$ cat src/rtl/p1_motion_ctrl_pkg.sv
// rtl/p1_motion_ctrl_pkg.sv - screen/sprite constants and motion state encoding
package p1_motion_ctrl_pkg;

  localparam int SCREEN_H         = 480;
  localparam int SPRITE_H         = 50;
  localparam int SPRITE_W         = 30;
  localparam int SPRITE_X         = 500;
  localparam int SPRITE_ROM_DEPTH = SPRITE_W * SPRITE_H;
  localparam int COORD_W          = 11;

  typedef enum logic [1:0] {
    ST_IDLE = 2'd0,
    ST_UP   = 2'd1,
    ST_DOWN = 2'd2
  } p1_state_e;

endpackage

$ cat src/rtl/p1_speed_ramp.sv
// rtl/p1_speed_ramp.sv - per-frame speed ramp: STEP on restart, +STEP every ACCEL_FRAMES ticks
module p1_speed_ramp
  import p1_motion_ctrl_pkg::*;
#(
  parameter int STEP         = 2,
  parameter int MAX_SPEED    = 8,
  parameter int ACCEL_FRAMES = 4
) (
  input  logic               clk,
  input  logic               rst,
  input  logic               tick_i,
  input  logic               same_dir_i,
  input  logic               restart_i,
  output logic [COORD_W-1:0] speed_o
);

  localparam int                  ACC_W    = (ACCEL_FRAMES > 1) ? $clog2(ACCEL_FRAMES) : 1;
  localparam logic [ACC_W-1:0]    ACC_LAST = ACC_W'(ACCEL_FRAMES - 1);
  localparam logic [COORD_W-1:0]  STEP_C   = COORD_W'(STEP);
  localparam logic [COORD_W-1:0]  MAX_C    = COORD_W'(MAX_SPEED);

  logic [ACC_W-1:0]   acc_cnt_q, acc_cnt_d;
  logic [COORD_W-1:0] speed_q, speed_d, speed_inc;

  assign speed_inc = speed_q + STEP_C;

  // The entry tick counts as the first frame of a run, so the speed steps
  // up on the ACCEL_FRAMES-th consecutive tick and every ACCEL_FRAMES after.
  always_comb begin
    acc_cnt_d = acc_cnt_q;
    speed_d   = speed_q;
    if (restart_i) begin
      acc_cnt_d = '0;
      speed_d   = STEP_C;
    end else if (same_dir_i) begin
      acc_cnt_d = (acc_cnt_q == ACC_LAST) ? '0 : acc_cnt_q + 1'b1;
      if (acc_cnt_d == ACC_LAST) begin
        speed_d = (speed_inc > MAX_C) ? MAX_C : speed_inc;
      end
    end else begin
      acc_cnt_d = '0;
      speed_d   = '0;
    end
  end

  always_ff @(posedge clk or posedge rst) begin
    if (rst) begin
      acc_cnt_q <= '0;
      speed_q   <= '0;
    end else if (tick_i) begin
      acc_cnt_q <= acc_cnt_d;
      speed_q   <= speed_d;
    end
  end

  assign speed_o = speed_d;

endmodule

$ cat src/rtl/p1_motion_ctrl.sv
// rtl/p1_motion_ctrl.sv - player-1 vertical position: frame-paced, accelerated, clamped
module p1_motion_ctrl
  import p1_motion_ctrl_pkg::*;
#(
  parameter int Y_MIN        = 0,
  parameter int Y_MAX        = SCREEN_H - SPRITE_H,
  parameter int Y_INIT       = 215,
  parameter int STEP         = 2,
  parameter int MAX_SPEED    = 8,
  parameter int ACCEL_FRAMES = 4
) (
  input  logic               clk,
  input  logic               rst,
  input  logic               frame_tick,
  input  logic               btn_up,
  input  logic               btn_down,
  input  logic               freeze,
  output logic [COORD_W-1:0] P1_y,
  output logic               moving,
  output logic               at_limit
);

  localparam int                       YW            = COORD_W + 1;
  localparam logic signed [COORD_W:0]  Y_MIN_S       = YW'(Y_MIN);
  localparam logic signed [COORD_W:0]  Y_MAX_S       = YW'(Y_MAX);
  localparam logic [COORD_W-1:0]       Y_INIT_C      = COORD_W'(Y_INIT);
  localparam logic                     AT_LIMIT_INIT = (Y_INIT == Y_MIN) || (Y_INIT == Y_MAX);

  p1_state_e          state_q, state_d, dir;
  logic [COORD_W-1:0] y_q, y_d;
  logic               moving_q, moving_d;
  logic               at_limit_q, at_limit_d;
  logic               same_dir, restart;
  logic [COORD_W-1:0] speed;
  logic signed [COORD_W:0] y_ext, spd_ext, y_calc;

  always_comb begin
    dir = ST_IDLE;
    if (!freeze) begin
      if (btn_up && !btn_down) begin
        dir = ST_UP;
      end else if (btn_down && !btn_up) begin
        dir = ST_DOWN;
      end
    end
  end

  assign same_dir = (dir != ST_IDLE) && (dir == state_q);
  assign restart  = (dir != ST_IDLE) && (dir != state_q);

  p1_speed_ramp #(
    .STEP         (STEP),
    .MAX_SPEED    (MAX_SPEED),
    .ACCEL_FRAMES (ACCEL_FRAMES)
  ) u_speed_ramp (
    .clk        (clk),
    .rst        (rst),
    .tick_i     (frame_tick),
    .same_dir_i (same_dir),
    .restart_i  (restart),
    .speed_o    (speed)
  );

  // One extra bit of headroom keeps y - speed from wrapping before the clamp.
  always_comb begin
    state_d    = state_q;
    y_d        = y_q;
    moving_d   = moving_q;
    at_limit_d = at_limit_q;
    y_ext      = {1'b0, y_q};
    spd_ext    = {1'b0, speed};
    y_calc     = y_ext;
    if (frame_tick) begin
      state_d = dir;
      unique case (dir)
        ST_UP: begin
          y_calc = y_ext - spd_ext;
          if (y_calc < Y_MIN_S) y_calc = Y_MIN_S;
        end
        ST_DOWN: begin
          y_calc = y_ext + spd_ext;
          if (y_calc > Y_MAX_S) y_calc = Y_MAX_S;
        end
        default: ;
      endcase
      y_d        = y_calc[COORD_W-1:0];
      moving_d   = (dir != ST_IDLE);
      at_limit_d = (y_calc == Y_MIN_S) || (y_calc == Y_MAX_S);
    end
  end

  always_ff @(posedge clk or posedge rst) begin
    if (rst) begin
      state_q    <= ST_IDLE;
      y_q        <= Y_INIT_C;
      moving_q   <= 1'b0;
      at_limit_q <= AT_LIMIT_INIT;
    end else begin
      state_q    <= state_d;
      y_q        <= y_d;
      moving_q   <= moving_d;
      at_limit_q <= at_limit_d;
    end
  end

  assign P1_y     = y_q;
  assign moving   = moving_q;
  assign at_limit = at_limit_q;

endmodule

$ cat config.mk
export PLATFORM = sky130hd
export DESIGN_NAME = p1_motion_ctrl
export DESIGN_NICKNAME = d
export VERILOG_FILES = /design/src/rtl/p1_motion_ctrl_pkg.sv /design/src/rtl/p1_speed_ramp.sv /design/src/rtl/p1_motion_ctrl.sv
export SDC_FILE = /design/constraint.sdc
export NUM_CORES = 1
export LEC_CHECK = 0
export BUFFER_PORTS_ARGS = -buffer_cell sky130_fd_sc_hd__buf_2
export CORE_MARGIN = 2
export CORE_UTILIZATION = 67
export CTS_BUF_LIST = sky130_fd_sc_hd__clkbuf_4 sky130_fd_sc_hd__clkbuf_8 sky130_fd_sc_hd__clkbuf_16
export CTS_CLUSTER_SIZE = 10
export DETAILED_ROUTE_END_ITERATION = 16
export GPL_ROUTABILITY_DRIVEN = 0
export PLACE_DENSITY = 0.87
export SETUP_SLACK_MARGIN = 0.4
export SLEW_MARGIN = 10
export SYNTH_ARGS = -nofsm -noshare
export SYNTH_HDL_FRONTEND = slang
export SYNTH_SLANG_ARGS = --single-unit
$ cat constraint.sdc
create_clock -name clk -period 12.8 [get_ports clk]
set_input_delay 1.92 -clock clk [delete_from_list [all_inputs] [get_ports clk]]
set_output_delay 1.92 -clock clk [all_outputs]
set_load 0.1 [all_outputs]
Word level (Yosys, flattened, before mapping)

Cells that the tools add are included.

Register bits after elaboration: 28
Input port bits: 6
Output and inout port bits: 13
Word-level logic and storage cells: 43

Add/subtract/negate cells: 4
Order comparisons: 3
Equality and inequality tests: 7
Muxes and demuxes: 14
Reductions and logical operators: 9

Operator list:

| operator              | number |
|---|---|
| $mux 11               | 4 |
| $mux 12               | 3 |
| $pmux 12 s2           | 1 |
| $add 11x11->12        | 1 |
| $eq 12x10->1 const B  | 1 |
| $gt 12x10->1 const B  | 1 |
| $logic_not 12->1      | 1 |
| $lt 12x1->1 const B   | 1 |
| $mux 2                | 6 |
| $sub 11x11->12        | 1 |
| $add 11x2->11 const B | 1 |
| $gt 11x4->1 const B   | 1 |
| $eq 2x2->1 const B    | 3 |
| $logic_and 1x1->1     | 4 |
| $add 2x1->2 const B   | 1 |
| $eq 2x1->1 const B    | 1 |
| $eq 2x2->1            | 1 |
| $logic_not 1->1       | 2 |
| $ne 2x2->1            | 1 |
| $reduce_bool 2->1     | 1 |
| $logic_or 1x1->1      | 1 |

Depth between registers and ports, before layout

Gate-level depths: netlist of the first run.

Depth in word-level cells: 16
Gate-level depth with buffers: 23

By module

A second synthesis of the first run with hierarchy kept.

Cells, all modules: 357
Area total of the unflattened synthesis: 2949.1 um^2

Modules (own cells, without submodules):

| module         | times used | cells each | area an instance (um^2) |
|---|---|---|---|
| p1_motion_ctrl | 1          | 261        | 2104.5 |
| p1_speed_ramp  | 1          | 96         | 844.6 |

Worst setup path after synthesis of the first run

No wires, ideal clock.

Kind: input -> register
Start point: input freeze
End point: register at_limit_q, in the netlist at_limit
Setup time: 0.104 ns
Arrival time: 5.736 ns
Required time: 12.696 ns
Slack: 6.961 ns
Stages: 18
Path buffers: 1
Cell sequence: nor3b_1 -> inv_1 -> ha_1 -> or2_2 -> nor2_1 -> nand2_1 -> ha_1 -> buf_4 -> nor3_4 -> o21ai_1 -> a21oi_1 -> o311a_1 -> o22ai_1 -> or4_1 -> a41oi_2 -> o211ai_1 -> o31a_1 -> o41ai_2

Longest elaborated chain between the ends: 12

Ends and longest elaborated chain:

| element                                                 | line                                       | RTL |
|---|---|---|
| from (decl)                                             | p1_motion_ctrl.sv:17                       | `input logic freeze,` |
| $mux 2 *                                                | p1_motion_ctrl.sv:39                       | `if (!freeze) begin` |
| $eq 2x2->1 / $reduce_bool 2->1 (equally long branches)  | p1_motion_ctrl.sv:48, p1_motion_ctrl.sv:49 |  |
| $logic_and 1x1->1                                       | p1_motion_ctrl.sv:48                       | `assign same_dir = (dir != ST_IDLE) && (dir == state_q);` |
| $mux 11                                                 | p1_speed_ramp.sv:35                        | `end else if (same_dir_i) begin` |
| $mux 11                                                 | p1_speed_ramp.sv:32                        | `if (restart_i) begin` |
| $add 11x11->12 / $sub 11x11->12 (equally long branches) | p1_motion_ctrl.sv:81, p1_motion_ctrl.sv:77 |  |
| $gt 12x10->1 / $lt 12x1->1 (equally long branches)      | p1_motion_ctrl.sv:82, p1_motion_ctrl.sv:78 |  |
| $mux 12 (on tied branches)                              | p1_motion_ctrl.sv:82, p1_motion_ctrl.sv:78 |  |
| $pmux 12 s2 *                                           | p1_motion_ctrl.sv:75                       | `unique case (dir)` |
| $mux 12 *                                               | p1_motion_ctrl.sv:73                       | `if (frame_tick) begin` |
| $eq 12x10->1 / $logic_not 12->1 (equally long branches) | p1_motion_ctrl.sv:88                       | `at_limit_d = (y_calc == Y_MIN_S) \|\| (y_calc == Y_MAX_S);` |
| $logic_or 1x1->1 *                                      | p1_motion_ctrl.sv:88                       |  |
| to (signal assigned)                                    | p1_motion_ctrl.sv:102                      | `at_limit_q <= at_limit_d;` |
| to (decl)                                               | p1_motion_ctrl.sv:32                       | `logic at_limit_q, at_limit_d;` |

Mark *: on every way between the ends. The rest lies on a longest branch, timed or not. The select of a mux whose other input is x is not followed.
A chain may end at the register's enable or synchronous reset.

Worst setup path after layout of the first run

Start point: input freeze
End point: register at_limit_q, in the netlist at_limit

Longest elaborated chain between the ends: 12

Ends and longest elaborated chain:

| element                                                 | line                                       | RTL |
|---|---|---|
| $mux 2 *                                                | p1_motion_ctrl.sv:39                       |  |
| via dir[1]                                              | p1_motion_ctrl.sv:29                       | `p1_state_e state_q, state_d, dir;` |
| $eq 2x2->1 / $reduce_bool 2->1 (equally long branches)  | p1_motion_ctrl.sv:48, p1_motion_ctrl.sv:49 |  |
| $logic_and 1x1->1                                       | p1_motion_ctrl.sv:48                       |  |
| $mux 11                                                 | p1_speed_ramp.sv:35                        |  |
| $mux 11                                                 | p1_speed_ramp.sv:32                        |  |
| $add 11x11->12 / $sub 11x11->12 (equally long branches) | p1_motion_ctrl.sv:81, p1_motion_ctrl.sv:77 |  |
| $gt 12x10->1 / $lt 12x1->1 (equally long branches)      | p1_motion_ctrl.sv:82, p1_motion_ctrl.sv:78 |  |
| $mux 12 (on tied branches)                              | p1_motion_ctrl.sv:82, p1_motion_ctrl.sv:78 |  |
| $pmux 12 s2 *                                           | p1_motion_ctrl.sv:75                       |  |
| $mux 12 *                                               | p1_motion_ctrl.sv:73                       |  |
| $eq 12x10->1 / $logic_not 12->1 (equally long branches) | p1_motion_ctrl.sv:88                       |  |
| $logic_or 1x1->1 *                                      | p1_motion_ctrl.sv:88                       |  |

The timed path passes the listed nets; every way through them passes the cells marked *. The select of a mux whose other input is x is not followed.

==> flow_summary.yaml, run 1 <==
status:
  outcome: "finished, final reports clean"
grt:
  track_usage_pct: 30.4
  antenna_found_initial: 0
  grt_overflow: 0
  grt_pass1_vias: 2719
  grt_pass1_wl_mm: 12.6
  grt_max_degree: 29
clocking:
  htreeDepth: 1
  insertion_delay_ps: 270
  post-cts-setup-buffers: 0
  ctsHoldBuffers: 0
  cts_tree: "built"
  cts_buffers: 3
  clk_pin_slew_worst_paths_ps: 90
  cts_sinks: 28
  cts_root_buf: "clkbuf_8"
  clockBufferDepth: 2
  post_cts_resize_count: 0
setup_path:
  critPathSlowestCell: "ha_1"
  end_kind: "register"
  cp_max_fo: 11
  crit_type: "in2reg"
  crit_family: "simple AND/OR/NAND/NOR gates"
  critPathArrivalTime_ps: 6760
  worst-path-buf-inv: 2
  critPathLaunchType: "input port"
  path_cells: "buf_2 > nor3b_1 > inv_1 > ha_1 > or2_2 > nor2_1 > nand2_1 > ha_1 > nor3b_1 > a211oi_2 > a21oi_1 > nor3_1 > o22ai_1 > o31ai_2 > nand2_1 > a22o_1 > o31a_1 > o41ai_2"
  critPathMaxStageDelay_ps: 580
  crit_required_ps: 12980
  r2r_slack_ps: 7310
synth:
  synthCells: 384
  ys_seq_area_share_pct: 22.6
  synth_edf_count: 0
  syn_area_per_cell_um2: 8.15
  async_reset_ff_share_pct: 100
  ys_types: 74
  synth-seq-cells: 28
  syn-num-nets: 421
  synthFlopType: "dfrtp_1"
  yosysWarnings: 0
  syn_area_um2: 3130
layout:
  final_cell_mix: "inv_1 (32), nor2_1 (31), ha_1 (29)"
  final_common_cell: "inv_1"
  syn2layout_area_growth_pct: 4.52
  fillCellCount: 362
  antennaDiodeCount: 0
  drive_above_1_share_pct: 13.6
  nets: 429
  final_util_pct: 74.1
route:
  ant_nets: 0
  drc_errors: 0
  routedWlPerCell_um: 17.4
  drt_iter0_drc: 247
  num_vias: 2884
  viasPerCell: 6.51
  first_pass_iters: 5
  wl_mm: 7.70
timing:
  fmax_mhz: 152
  final.setup.tns_ps: 0
  period_needed_ps: 6580
  slew_violations: 0
  max_slew_margin_pct: 32.4
  rsz0062_at_grt: "false"
  tightest_slew_ps: 1010
  setup_viol: 0
  timing.final.crit_share_pct: 51.4
  hold_viol: 0
  skew_ps: 2.47
  fin_ws_ps: 6220
placed_design:
  port_buffers: 18
  hpwl_mm: 5.99
  dp_slack_ps: 6070
power_and_ir_drop:
  finalPower_mw: 0.456
  ir_drop_v: 0.000103
  p_leak_nw: 1.56
  p_per_area_nw_per_um2: 139
die:
  ioPinCount: 19
  die-height_um: 72.3
  start_util_pct: 70.9
  chipWidth_um: 72.3
  dieArea_um2: 5230
  rows: 24
  core_area_um2: 4410
worst_hold_path:
  hold_path_class: "reg2reg"
job:
  drv_cap: 0
## path summary, 6_finish.rpt
check                      cells after the start                    start                      end
min                                            2                  P1_y[0]                  P1_y[0]
min reg2reg                                    2                  P1_y[0]                  P1_y[0]
max in group asynchronous                      2                      rst                 at_limit
min in group asynchronous                      2                      rst  u_speed_ramp.speed_q[9]
max reg2reg                                   19  u_speed_ramp.speed_q[1]                 at_limit
max                                           18                   freeze                 at_limit
## state kept, by name (all words and copies together), names as in the netlist
name                    count
moving                      1
state_q                     2
u_speed_ramp.acc_cnt_q      2
at_limit                    1
u_speed_ramp.speed_q       11
P1_y                       11
## final cells by class
type / count / area [um^2] / area share [%]
clock buffers: 4 / 55.1 / 1.68
inverters: 33 / 124 / 3.79
multi-input cells: 308 / 2230 / 68.1
flip-flops and latches: 28 / 708 / 21.7
well taps: 52 / 65.1 / 1.99
repair buffers: 18 / 90.1 / 2.75
## cell families after synthesis
family | count (synthesis) | share of synthesized area, %
DFF | 28 | 22.6
muxes | 15 | 5.28
buffers and inverters | 48 | 6.16
xor gates and xnor gates | 15 | 4.44
and+or+nand+nor | 140 | 23.9
adders and majority gates | 31 | 12.9
AOI/OAI and AO/OA | 107 | 24.8
## cells in the mapped netlist, drive strengths merged (2+ instances only)
library cell / instances / share of area, %
inv: 33 / 4.0
a32oi: 2 / 0.56
o22ai: 2 / 0.40
o2111ai: 2 / 0.56
buf: 7 / 1.1
clkbuf: 8 / 1.1
a21boi: 4 / 0.96
a21o: 10 / 2.4
dfstp: 6 / 5.0
o211a: 2 / 0.64
a2111oi: 3 / 0.84
a22oi: 2 / 0.48
o211ai: 5 / 1.2
mux2: 12 / 4.3
and3: 8 / 1.8
nor3: 14 / 2.6
nand2b: 6 / 1.2
dfrtp: 22 / 18
nand3b: 5 / 1.2
nor2b: 9 / 1.8
o311ai: 2 / 1.1
o21bai: 4 / 0.96
nor2: 31 / 3.7
mux2i: 3 / 0.96
and2: 7 / 1.4
a31oi: 4 / 0.80
nor3b: 3 / 0.72
fa: 2 / 1.3
or3: 4 / 0.80
a211oi: 3 / 0.88
xnor2: 13 / 3.9
o311a: 2 / 0.64
nor4: 4 / 0.80
o21ai: 18 / 2.9
nand3: 14 / 2.4
ha: 29 / 12
xor2: 2 / 0.56
a41oi: 2 / 0.80
nand2: 25 / 3.0
o31ai: 3 / 0.88
nand4: 4 / 0.80
a21oi: 25 / 4.0
## stage by stage
step	cells	cell area [um^2]	hold slack, ps
2_1_floorplan	384	3130	498
3_5_place_dp	439	3220	511
6_report	443	3270	531
3_3_place_gp	439	3220	502
4_1_cts	443	3270	529
5_1_grt	443	3270	550
## per-layer routing
| layer | up-vias | GRT usage [%] | wire [um] |
|---|---|---|---|
| met5 | - | 0 | 0 |
| met4 | 0 | 7.97 | 95 |
| met3 | 9 | 4.03 | 558 |
| met2 | 106 | 53.2 | 3810 |
| met1 | 1362 | 39.4 | 3240 |
| li1 | 1407 | - | - |
## worst reg2reg max path, delay by kind of cell, from the launching register on
kind                       cells  cell delay (ps)
AOI/OAI and AO/OA              8             2280
adders and majority gates      2              830
buffers and inverters          2              300
DFF                            1              430
and+or+nand+nor                7             1550
## power by group
group / internal (mW) / switching [mW] / total [mW] / leakage, nW
registers: 0.103 / 0.0180 / 0.120 / 0.361
logic: 0.0887 / 0.193 / 0.282 / 1.17
clock network: 0.0275 / 0.0261 / 0.0536 / 0.0288
total: 0.219 / 0.237 / 0.456 / 1.56
No activity file was read; power rests on OpenSTA's default activity.
==> run 2: changes to the inputs <==
Settings changed: CORE_UTILIZATION 67 to 56, PLACE_DENSITY 0.87 to 0.77.
Clock period 12.8 ns to 5.4 ns, I/O delays scaled along.
==> flow_summary.yaml, run 2 (same netlist as run 1, synthesis figures left out) <==
clocking:
  cts_root_buf: "clkbuf_8"
  ctsHoldBuffers: 0
  clk_pin_slew_worst_paths_ps: 100
  cts_sinks: 28
  insertion_delay_ps: 290
  htreeDepth: 1
  clockBufferDepth: 2
  cts_tree: "built"
  cts_buffers: 3
setup_path:
  critPathArrivalTime_ps: 5140
  cp_max_fo: 6
  reg2reg_from: "u_speed_ramp.speed_q[1]"
  end_kind: "register"
  r2r_slack_ps: 440
  crit_type: "reg2reg"
  rr_worst_depth: 23
  critPathLaunchType: "register"
  reg2reg_to: "at_limit"
  crit_required_ps: 5580
grt:
  grt_pass1_wl_mm: 13.2
  grt_max_degree: 29
  grt_overflow: 0
  grt_pass1_vias: 2717
  antenna_found_initial: 0
  track_usage_pct: 26.3
route:
  ant_nets: 0
  drt_iter0_drc: 327
  num_vias: 3069
  first_pass_iters: 6
  routedWlPerCell_um: 18.1
  drc_errors: 0
  wl_mm: 8.62
  viasPerCell: 6.43
die:
  start_util_pct: 57.5
  chipWidth_um: 78.8
  ioPinCount: 19
  core_area_um2: 5440
  die-height_um: 78.8
  dieArea_um2: 6200
  rows: 27
worst_hold_path:
  hold_path_class: "reg2reg"
  min_from: "at_limit"
  worstHoldEndpoint: "at_limit"
  hold_path_depth: 2
timing:
  fin_ws_ps: 442
  slew_violations: 0
  period_needed_ps: 4960
  timing.final.crit_share_pct: 91.8
  tightest_slew_ps: 1050
  fmax_mhz: 202
  setup_viol: 0
  skew_ps: 12.8
  max_slew_margin_pct: 29.7
  final.setup.tns_ps: 0
  whs_ps: 527
  rsz0062_at_grt: "false"
  hold_viol: 0
layout:
  final_cell_mix: "inv_1 (31), nor2_1 (29), nand2_1 (25)"
  final_common_cell: "inv_1"
  drive_above_1_share_pct: 25.2
  final_util_pct: 66.9
  final_area_um2: 3640
  syn2layout_area_growth_pct: 16.4
  nets: 443
  post_layout_nonfiller_instances: 477
  antennaDiodeCount: 0
placed_design:
  dp.cells: 467
  dp_slack_ps: -4.53
  port_buffers: 18
  hpwl_mm: 6.26
  dpl_cell_area_um2: 3300
job:
  drv_cap: 0
power_and_ir_drop:
  p_switching_mw: 0.604
  ir_drop_v: 0.000242
  p_sw_share_pct: 50.3
  comb_power_share_pct: 61.9
  finalPower_mw: 1.20
  clockPowerShare_pct: 13.9
  p_leak_nw: 1.65
  intPower_mw: 0.597
  p_per_area_nw_per_um2: 330
  seqPwrFrac_pct: 24.2
status:
  outcome: "finished, final reports clean"
## run 2: cell count changes in the layout (fill, tap and decap cells not counted), sizes merged
cell	before	now
buf	18	32
bufinv	0	1
clkbuf	4	3
## run 2: power by group through the flow
stage / Clock (mW) / Combinational [mW] / Sequential, mW
after floorplan: 0 / 0.384 / 0.439
after global placement: 0 / 0.658 / 0.287
after detailed placement: 0 / 0.662 / 0.288
after CTS: 0.170 / 0.668 / 0.284
after global routing: 0.180 / 0.788 / 0.297
final: 0.167 / 0.744 / 0.291
## run 2: layout make-up
cell class                      count  area (um^2)
Clock buffer                        3         41.3
Tap cell                           72         90.1
Clock inverter                      1         30.0
Sequential cell                    28          709
Fill cell                         451         1800
Timing Repair Buffer               32          199
Multi-Input combinational cell    308         2450
Inverter                           33          124
## run 2: how the worst max path moves through the flow
stage,startpoint,end,depth (start not counted)
floorplan,freeze,at_limit,18
global placement,freeze,at_limit,18
detailed placement,freeze,at_limit,18
CTS,u_speed_ramp.speed_q[1],at_limit,22
global route,u_speed_ramp.speed_q[1],at_limit,22
finish,u_speed_ramp.speed_q[1],at_limit,23
## run 2: layer usage
metal / wire length [um] / global-route usage, % / part of all wire [%] / vias to the layer above
met2: 4100 / 42.7 / 48 / 151
li1: - / - / - / 1438
met4: 199 / 6.67 / 2.3 / 0
met1: 3740 / 37.8 / 43 / 1456
met3: 580 / 2.50 / 6.7 / 24
met5: 0 / 0 / 0 / -
## run 2: what timing repair did
item                       CTS  global route
setup endpoints to repair    1             3
pin swaps                    0            14
resized for setup            3            46
setup buffers                0             6
cloned                       0             0
## run 2: worst max-delay path, cell delays in order, from the launching register on
cell and delay (ps):
dfrtp_2 470, ha_4 290, nor4_4 220, o21bai_1 100, a21oi_1 150, nor2_1 60
nor3_1 180, buf_4 160, nand2_1 60, o21ai_0 230, nor2_1 130, buf_4 170
ha_1 250, nor3b_1 180, a211oi_2 400, buf_4 190, a2111oi_2 50, and4bb_1 360
o211ai_1 210, buf_4 210, a41oi_2 170, o211ai_1 130, o31a_1 270, o41ai_2 190
